<file path="src/rtl/cmp_share_sched_if.sv">
// Request/response bundle between NUM_REQ requesters and the shared compare scheduler.
// The master side is the requester pool; the slave side is the scheduler.
interface cmp_share_sched_if #(
  parameter int NUM_REQ = 4,
  parameter int WIDTH   = 8,
  parameter int CNT_W   = 16
);
  logic [NUM_REQ-1:0]       req_valid;
  logic [NUM_REQ-1:0]       req_ready;
  logic [NUM_REQ*WIDTH-1:0] req_a;
  logic [NUM_REQ*WIDTH-1:0] req_b;
  logic [NUM_REQ-1:0]       rsp_valid;
  logic [NUM_REQ-1:0]       rsp_ready;
  logic                     rsp_y;
  logic                     rsp_z;
  logic                     busy;
  logic [CNT_W-1:0]         done_cnt;

  modport master (
    output req_valid, req_a, req_b, rsp_ready,
    input  req_ready, rsp_valid, rsp_y, rsp_z, busy, done_cnt
  );

  modport slave (
    input  req_valid, req_a, req_b, rsp_ready,
    output req_ready, rsp_valid, rsp_y, rsp_z, busy, done_cnt
  );
endinterface

</file>
<file path="src/rtl/cmp_share_sched.sv">
// Round-robin share of one a>=b compare among NUM_REQ requesters; accept->rsp_valid is 2 cycles,
// 1 op per 3 cycles peak; a response is held until rsp_ready of the granted index, no accepts while busy.
module cmp_share_sched #(
  parameter int NUM_REQ = 4,
  parameter int WIDTH   = 8,
  parameter int CNT_W   = 16
) (
  input logic              clk,
  input logic              rst_n,
  cmp_share_sched_if.slave io_bus
);
  localparam int               PTR_W = $clog2(NUM_REQ);
  localparam logic [PTR_W:0]   NR    = (PTR_W+1)'(NUM_REQ);
  localparam logic [PTR_W-1:0] LAST  = PTR_W'(NUM_REQ - 1);

  typedef enum logic [1:0] {S_IDLE, S_CMP, S_RSP} state_t;

  state_t             r_state;
  logic [PTR_W-1:0]   r_ptr;
  logic [PTR_W-1:0]   r_gnt;
  logic [WIDTH-1:0]   r_a;
  logic [WIDTH-1:0]   r_b;
  logic [NUM_REQ-1:0] r_rsp_valid;
  logic               r_rsp_y;
  logic               r_rsp_z;
  logic               r_busy;
  logic [CNT_W-1:0]   r_done_cnt;

  logic               w_gnt_vld;
  logic [PTR_W-1:0]   w_gnt_idx;
  logic [PTR_W:0]     w_sum;
  logic [NUM_REQ-1:0] w_gnt_oh;
  logic [NUM_REQ-1:0] w_rsp_oh;
  logic [WIDTH-1:0]   w_a;
  logic [WIDTH-1:0]   w_b;

  // Scan from the farthest offset back to ptr so the closest valid index after ptr wins.
  always_comb begin
    w_gnt_vld = 1'b0;
    w_gnt_idx = '0;
    w_sum     = '0;
    for (int k = NUM_REQ - 1; k >= 0; k--) begin
      w_sum = {1'b0, r_ptr} + (PTR_W+1)'(k);
      if (w_sum >= NR) begin
        w_sum = w_sum - NR;
      end
      if (io_bus.req_valid[w_sum[PTR_W-1:0]]) begin
        w_gnt_vld = 1'b1;
        w_gnt_idx = w_sum[PTR_W-1:0];
      end
    end
  end

  always_comb begin
    w_gnt_oh            = '0;
    w_gnt_oh[w_gnt_idx] = 1'b1;
    w_rsp_oh            = '0;
    w_rsp_oh[r_gnt]     = 1'b1;
  end

  assign w_a = io_bus.req_a[w_gnt_idx*WIDTH +: WIDTH];
  assign w_b = io_bus.req_b[w_gnt_idx*WIDTH +: WIDTH];

  assign io_bus.req_ready = (r_state == S_IDLE && w_gnt_vld) ? w_gnt_oh : '0;
  assign io_bus.rsp_valid = r_rsp_valid;
  assign io_bus.rsp_y     = r_rsp_y;
  assign io_bus.rsp_z     = r_rsp_z;
  assign io_bus.busy      = r_busy;
  assign io_bus.done_cnt  = r_done_cnt;

  always_ff @(posedge clk or negedge rst_n) begin
    if (!rst_n) begin
      r_state     <= S_IDLE;
      r_ptr       <= '0;
      r_gnt       <= '0;
      r_a         <= '0;
      r_b         <= '0;
      r_rsp_valid <= '0;
      r_rsp_y     <= 1'b0;
      r_rsp_z     <= 1'b0;
      r_busy      <= 1'b0;
      r_done_cnt  <= '0;
    end else begin
      case (r_state)
        S_IDLE: begin
          if (w_gnt_vld) begin
            r_a     <= w_a;
            r_b     <= w_b;
            r_gnt   <= w_gnt_idx;
            r_busy  <= 1'b1;
            r_state <= S_CMP;
          end
        end
        S_CMP: begin
          r_rsp_y     <= (r_a >= r_b);
          r_rsp_z     <= 1'b1;
          r_rsp_valid <= w_rsp_oh;
          r_state     <= S_RSP;
        end
        S_RSP: begin
          // Only the granted index can complete the response.
          if (io_bus.rsp_ready[r_gnt]) begin
            r_rsp_valid <= '0;
            r_rsp_y     <= 1'b0;
            r_rsp_z     <= 1'b0;
            r_busy      <= 1'b0;
            r_done_cnt  <= r_done_cnt + CNT_W'(1);
            r_ptr       <= (r_gnt == LAST) ? '0 : r_gnt + PTR_W'(1);
            r_state     <= S_IDLE;
          end
        end
        default: r_state <= S_IDLE;
      endcase
    end
  end
endmodule

</file>
<file path="src/flat_wrapper.sv">
// flat-port wrapper written by rule: the top's interface ports become plain ports
module cmp_share_sched_flat 
#(
  parameter int NUM_REQ = 4,
  parameter int WIDTH   = 8,
  parameter int CNT_W   = 16
)
  (clk, rst_n, io_bus_req_valid, io_bus_req_a, io_bus_req_b, io_bus_rsp_ready, io_bus_req_ready, io_bus_rsp_valid, io_bus_rsp_y, io_bus_rsp_z, io_bus_busy, io_bus_done_cnt);
  cmp_share_sched_if #(.NUM_REQ(NUM_REQ), .WIDTH(WIDTH), .CNT_W(CNT_W)) io_bus_i ();
  input logic clk;
  input logic rst_n;
  input wire logic [$bits(io_bus_i.req_valid)-1:0] io_bus_req_valid;
  input wire logic [$bits(io_bus_i.req_a)-1:0] io_bus_req_a;
  input wire logic [$bits(io_bus_i.req_b)-1:0] io_bus_req_b;
  input wire logic [$bits(io_bus_i.rsp_ready)-1:0] io_bus_rsp_ready;
  output wire logic [$bits(io_bus_i.req_ready)-1:0] io_bus_req_ready;
  output wire logic [$bits(io_bus_i.rsp_valid)-1:0] io_bus_rsp_valid;
  output wire logic [$bits(io_bus_i.rsp_y)-1:0] io_bus_rsp_y;
  output wire logic [$bits(io_bus_i.rsp_z)-1:0] io_bus_rsp_z;
  output wire logic [$bits(io_bus_i.busy)-1:0] io_bus_busy;
  output wire logic [$bits(io_bus_i.done_cnt)-1:0] io_bus_done_cnt;
  assign io_bus_i.req_valid = io_bus_req_valid;
  assign io_bus_i.req_a = io_bus_req_a;
  assign io_bus_i.req_b = io_bus_req_b;
  assign io_bus_i.rsp_ready = io_bus_rsp_ready;
  assign io_bus_req_ready = io_bus_i.req_ready;
  assign io_bus_rsp_valid = io_bus_i.rsp_valid;
  assign io_bus_rsp_y = io_bus_i.rsp_y;
  assign io_bus_rsp_z = io_bus_i.rsp_z;
  assign io_bus_busy = io_bus_i.busy;
  assign io_bus_done_cnt = io_bus_i.done_cnt;
  cmp_share_sched #(.NUM_REQ(NUM_REQ), .WIDTH(WIDTH), .CNT_W(CNT_W)) u_core (.clk(clk), .rst_n(rst_n), .io_bus(io_bus_i));
endmodule
</file>
<file path="config.mk">
export PLATFORM = sky130hd
export DESIGN_NAME = cmp_share_sched_flat
export DESIGN_NICKNAME = d
export VERILOG_FILES = /design/src/rtl/cmp_share_sched_if.sv /design/src/rtl/cmp_share_sched.sv /design/src/flat_wrapper.sv
export SDC_FILE = /design/constraint.sdc
export NUM_CORES = 1
export LEC_CHECK = 0
export CAP_MARGIN = 20
export CORE_UTILIZATION = 40
export CTS_CLUSTER_DIAMETER = 200
export DETAILED_ROUTE_END_ITERATION = 10
export DONT_BUFFER_PORTS = 1
export PLACE_DENSITY = 0.58
export RECOVER_POWER = 50
export SLEW_MARGIN = 20
export SYNTH_ARGS = -nofsm -noshare
export SYNTH_HDL_FRONTEND = slang
export SYNTH_SLANG_ARGS = --single-unit
</file>
<file path="constraint.sdc">
create_clock -name clk -period 2.19 [get_ports clk]
set_input_delay 0.3285 -clock clk [delete_from_list [all_inputs] [get_ports clk]]
set_output_delay 0.3285 -clock clk [all_outputs]
set_load 0.02 [all_outputs]
</file>
# Word-level counts from Yosys, hierarchy flattened
# Cells that the tools add are included.
[classes] n_addsub=9 multipliers=0 div=0 order_cmp=13 n_eq_ne=5 shifts=2 mux=38 bitwise=0 reduce_logical=11
[ops] op="$shiftx 32x6->8" count=2
[ops] op="$mux 2" count=11
[ops] op="$lt 2x3->1 const B" count=6
[ops] op="$add 16x1->16 const B" count=1
[ops] op="$mux 1" count=13
[ops] op="$bmux 1 s2" count=5
[ops] op="$ge 3x3->1 const B" count=3
[ops] op="$ge 8x8->1" count=1
[ops] op="$mux 4" count=2
[ops] op="$pmux 4 s2" count=1
[ops] op="$reduce_and 2->1" count=4
[ops] op="$sub 2x1->2 const B" count=4
[ops] op="$add 2x2->3 const B" count=2
[ops] op="$pmux 1 s2" count=3
[ops] op="$pmux 2 s3" count=1
[ops] op="$demux 1 s2" count=2
[ops] op="$eq 2x2->1 const B" count=2
[ops] op="$ge 2x1->1 const B" count=2
[ops] op="$ne 2x1->1 const B" count=2
[ops] op="$reduce_bool 2->1" count=2
[ops] op="$add 2x1->3 const B" count=1
[ops] op="$ge 2x3->1 const B" count=1
[ops] op="$logic_and 1x1->1" count=3
[ops] op="$reduce_and 3->1" count=1
[ops] op="other kinds (3)" count=3
[totals] reg_bits=45 latch_bits=0 mem_bits_rw=0 mem_bits_ro=0 in_bits=74 wordCells=88 mem_count=0

# Depth between registers and ports, before layout
[depth] ltp_word=14 depth_mapped=7 mapped_depth_nobuf=7

# Worst setup path after synthesis
# No wires, ideal clock.
[synth_timing] path_kind="register to output" startpoint="register u_core.r_ptr[1]" endpoint="output io_bus_req_ready[2]" arrival_ns=1.550 setup_slack_ns=0.311 stages_incl_launch_ff=7 cell_sequence="dfrtp_1 -> a21o_1 -> a21oi_1 -> o22a_1 -> buf_2 -> buf_2 -> and3_1"
[synth_via] elab_chain_len=14
[synth_lines] item="start: declaration" line_no="cmp_share_sched.sv:19" rtl="logic [PTR_W-1:0] r_ptr;"
[synth_lines] item="start signal: assignment" line_no="cmp_share_sched.sv:108" rtl="r_ptr <= (r_gnt == LAST) ? '0 : r_gnt + PTR_W'(1);"
[synth_lines] item="$add 2x2->3" line_no="cmp_share_sched.sv:43" rtl="w_sum = {1'b0, r_ptr} + (PTR_W+1)'(k);"
[synth_lines] item="$ge 3x3->1 / $sub 2x1->2 (equally long branches)" line_no="cmp_share_sched.sv:44, cmp_share_sched.sv:45"
[synth_lines] item="$mux 2" line_no="cmp_share_sched.sv:44" rtl="if (w_sum >= NR) begin"
[synth_lines] item="$bmux 1 s2" line_no="cmp_share_sched.sv:47" rtl="if (io_bus.req_valid[w_sum[PTR_W-1:0]]) begin"
[synth_lines] item="$mux 1 (implied by the code)" line_no="cmp_share_sched.sv:47"
[synth_lines] item="$mux 2 (4 in series)" line_no="cmp_share_sched.sv:47"
[synth_lines] item="$lt 2x3->1 (implied by the code) / $ge 2x1->1 (equally long branches)" line_no="cmp_share_sched.sv:56" rtl="w_gnt_oh[w_gnt_idx] = 1'b1;"
[synth_lines] item="$logic_and 1x1->1 (implied by the code)" line_no="cmp_share_sched.sv:56"
[synth_lines] item="$mux 1 (implied by the code)" line_no="cmp_share_sched.sv:56"
[synth_lines] item="$demux 1 s2"
[synth_lines] item="$mux 4 (*)" line_no="cmp_share_sched.sv:64" rtl="assign io_bus.req_ready = (r_state == S_IDLE && w_gnt_vld) ? w_gnt_oh : '0;"
[synth_lines] item="end: declaration" line_no="flat_wrapper.sv:16" rtl="output wire logic [$bits(io_bus_i.req_ready)-1:0] io_bus_req_ready;"
# Every way passes the cells marked *; elsewhere a longest branch is shown, timed or not. The select of a mux whose other input is x is not followed.

# Final worst setup path
[layout_timing] startpoint="register u_core.r_ptr[1]" endpoint="output io_bus_req_ready[3]"
# Same word-level chain as after synthesis.

==> metrics <==
outcome finished, violations left; failing checks DRC; synth unique cells 35; sequential share of the synthesized area 42.06%; worst min path class input pin to flop; hold depth 3; Num CTS Buffers 5; reg-to-reg critical path endpoint u_core.r_a[4]; clock network latency to the later pin of the worst-skew pair 0.30 ns; Placer Congestion 0.7300; layout cells sized above 1 10.82%; Sequential Power Share 39.3%; die width 83.82 um; layout net count 354; dpl ws 0.1791 ns; area of the multi-input gates 1418 sq um; Startpoint Class flop; Reg2Reg Depth 7; Max Cap Viol 0; Syn Nets 350; TNS Setup 0 ns; Core Util, Final 45.53%; mux share of post-synthesis cell area 14.21%; Synth Instances 263; full die area 7025 sq um; Hold Path Sink u_core.r_b[5]; commonest non-fill, non-tap cell in the layout dfrtp_1; xor and xnor fraction of the mapped netlist area 4.907%; syn_area_per_cell 10.18 sq um; Int Pwr 2.188 mW; Setup-failing EPs final 0; largest family of logic cells by synthesized area simple AND/OR/NAND/NOR gates; P_leak 1.508 nW; register-to-register setup slack 0.17 ns; Initial Util 41.69%; Power Density 1289 nW/um^2; VDD IR max 0.0004789 V; mapped cell area 2678 sq um; row count 29; post-synthesis register bit count 45; initial antenna violation count 0; vias 1920; Detailed Place HPWL 3974 um; fillcell total 625; post-synthesis adder-cell area fraction 6.075%; skew final 0.008202 ns; Die Height 83.82 um; Max Root-Sink Buffers 2; Reg area 1127 sq um; clk slew on worst S/H paths 0.09 ns; Clk pwr share 14.0%; vias per inst 5.565; Layout area overhead 9.205%; Worst Hold Slack 0.3403 ns; gr ovfl total 0; vias in the first global route 1944; synth warn 0; most frequent cells in the layout dfrtp_1, nor3_1, mux2i_1; post-synthesis compound-gate area fraction 10.23%; routed len/inst 16.41 um; drt pass-1 iters 7; CP Data Arrival Time 1.77 ns; htree depth 2; first-pass GRT wire length 9404 um; largest net degree at the start of global routing 52; CTS tree done; final hold vios 0; CTS Sinks 45; Routed Antenna Nets 0; Slew headroom 23.18%; period utilization 95.79%; CP required 1.86 ns; slew at the pin with the worst max-slew slack 1.152 ns; PnR worst setup slack 0.09217 ns; io pins 101; Max Slew Vio Count 0; min Tclk post-route 2.098 ns; CTS root buf clkbuf_8; Sw Pwr 1.582 mW; final WL 5663 um; Worst Setup Path Type flop to output pin; drc violations 8; DR iter-0 viols 63; Core Region 6422 sq um; hold path start io_bus_req_b[13]; GRT Total Usage 16.94%; RSZ-0062 raised after global routing no; FF-to-FF Start u_core.r_ptr[1]; Worst setup EP type output pin; crit path max fanout 7; share of total power in combinational logic 46.7%; n_diodes 0; port bufs 0; Switching Fraction 41.95%; Synth Area in Simple Gates 17.06%; f_max 0.4767 GHz
power by group through the flow:
stage	clock network [mW]	logic (mW)	registers [mW]
after floorplan	0	1.40	1.43
after global placement	0	1.63	1.49
after detailed placement	0	1.66	1.50
after CTS	0.544	1.79	1.48
after global routing	0.575	2.01	1.52
final	0.527	1.76	1.48
flip-flops by register name, indices dropped and copies added, names as in the netlist:
name / flops
u_core.io_bus.done_cnt: 16
u_core.r_a: 8
u_core.r_b: 8
u_core.io_bus.rsp_valid: 4
u_core.r_gnt: 2
u_core.r_ptr: 2
u_core.r_state: 2
u_core.io_bus.busy: 1
u_core.io_bus.rsp_y: 1
u_core.io_bus.rsp_z: 1
cells in the mapped netlist:
| library cell | number | area, sq um |
|---|---|---|
| nand3_1 | 15 | 75.07 |
| ha_1 | 13 | 162.7 |
| a211o_1 | 16 | 140.1 |
| nand3_2 | 1 | 10.01 |
| mux4_2 | 1 | 22.52 |
| o221ai_2 | 1 | 15.01 |
| nor2_1 | 6 | 22.52 |
| and3_1 | 4 | 25.02 |
| buf_6 | 4 | 45.04 |
| o31ai_1 | 1 | 7.510 |
| o21ai_0 | 3 | 15.01 |
| nor2b_1 | 2 | 12.51 |
| dfrtp_1 | 45 | 1126 |
| or3_1 | 1 | 6.260 |
| mux2_2 | 2 | 22.52 |
| or3b_1 | 1 | 8.760 |
| a21o_1 | 3 | 22.52 |
| xor2_1 | 6 | 52.55 |
| xnor2_1 | 9 | 78.83 |
| mux2i_1 | 32 | 320.3 |
| nand2b_1 | 3 | 18.77 |
| nand2_1 | 20 | 75.07 |
| a21oi_1 | 5 | 25.02 |
| o22a_1 | 1 | 8.760 |
| clkbuf_1 | 5 | 18.77 |
| inv_1 | 14 | 52.55 |
| buf_2 | 6 | 30.03 |
| mux2_4 | 1 | 15.01 |
| o22ai_2 | 1 | 12.51 |
| o21ai_1 | 2 | 10.01 |
| a21boi_0 | 1 | 7.510 |
| nor4_1 | 1 | 6.260 |
| a41o_1 | 1 | 10.01 |
| nor3_1 | 35 | 175.2 |
| nor4_4 | 1 | 21.27 |
worst max-delay path by stage:
stage	from	cells past startpoint	slack (ns)	endpoint
floorplan	u_core.r_ptr[1]	6	0.31	io_bus_req_ready[2]
global route	u_core.r_ptr[1]	6	0.007	io_bus_req_ready[3]
CTS	u_core.r_ptr[1]	6	0.04	io_bus_req_ready[3]
detailed placement	u_core.r_ptr[1]	6	0.18	u_core.r_a[4]
finish	u_core.r_ptr[1]	6	0.09	io_bus_req_ready[3]
global placement	u_core.r_ptr[1]	6	0.22	u_core.r_a[4]
worst max-delay path, stage by stage, from the launching register on:
cell	delay (ns)
dfrtp_2	0.46
mux2_4	0.32
o221ai_4	0.20
buf_12	0.15
nand2b_1	0.13
nor2_1	0.05
buf_4	0.16
metrics by stage:
step	instance area [sq um]	power [mW]	std cells
finish	2924	3.770	345
global route	2924	4.113	345
CTS	2947	3.815	345
detailed placement	2765	3.164	333
global placement	2765	3.126	333
floorplan	2678	2.830	263
what timing repair did:
| action | CTS | global route |
|---|---|---|
| hold buffers | 2 | 0 |
| pin swaps | 0 | 1 |
| hold endpoints to repair | 45 | 0 |
| setup buffers | 1 | 0 |
| setup endpoints to repair | 4 | 2 |
| gates cloned | 1 | 0 |
| gates resized for setup | 1 | 1 |
routing by layer:
metal	global-route usage, %	part of all wire [%]
met5	0	0
met4	4.232	0.71
met3	4.253	5.1
met2	28.39	48
met1	21.87	46
cell type report:
| type | instances | share of cell area (%) |
|---|---|---|
| multi-input combinational | 189 | 48.48 |
| sequential | 45 | 38.55 |
| timing repair buffer | 12 | 4.792 |
| tap | 77 | 3.295 |
| clock buffer | 5 | 2.353 |
| inverter | 14 | 1.797 |
| clock inverter | 3 | 0.7274 |
cell families (layout without fill, tap and decap cells):
kind of cell | count (synthesis) | in the layout
DFF | 45 | 45
and+or+nand+nor | 90 | 90
buffers and inverters | 29 | 34
xor gates and xnor gates | 15 | 15
muxes | 36 | 36
adders and majority gates | 13 | 13
AOI/OAI and AO/OA | 35 | 35
Power figures use the tool's default switching activity.
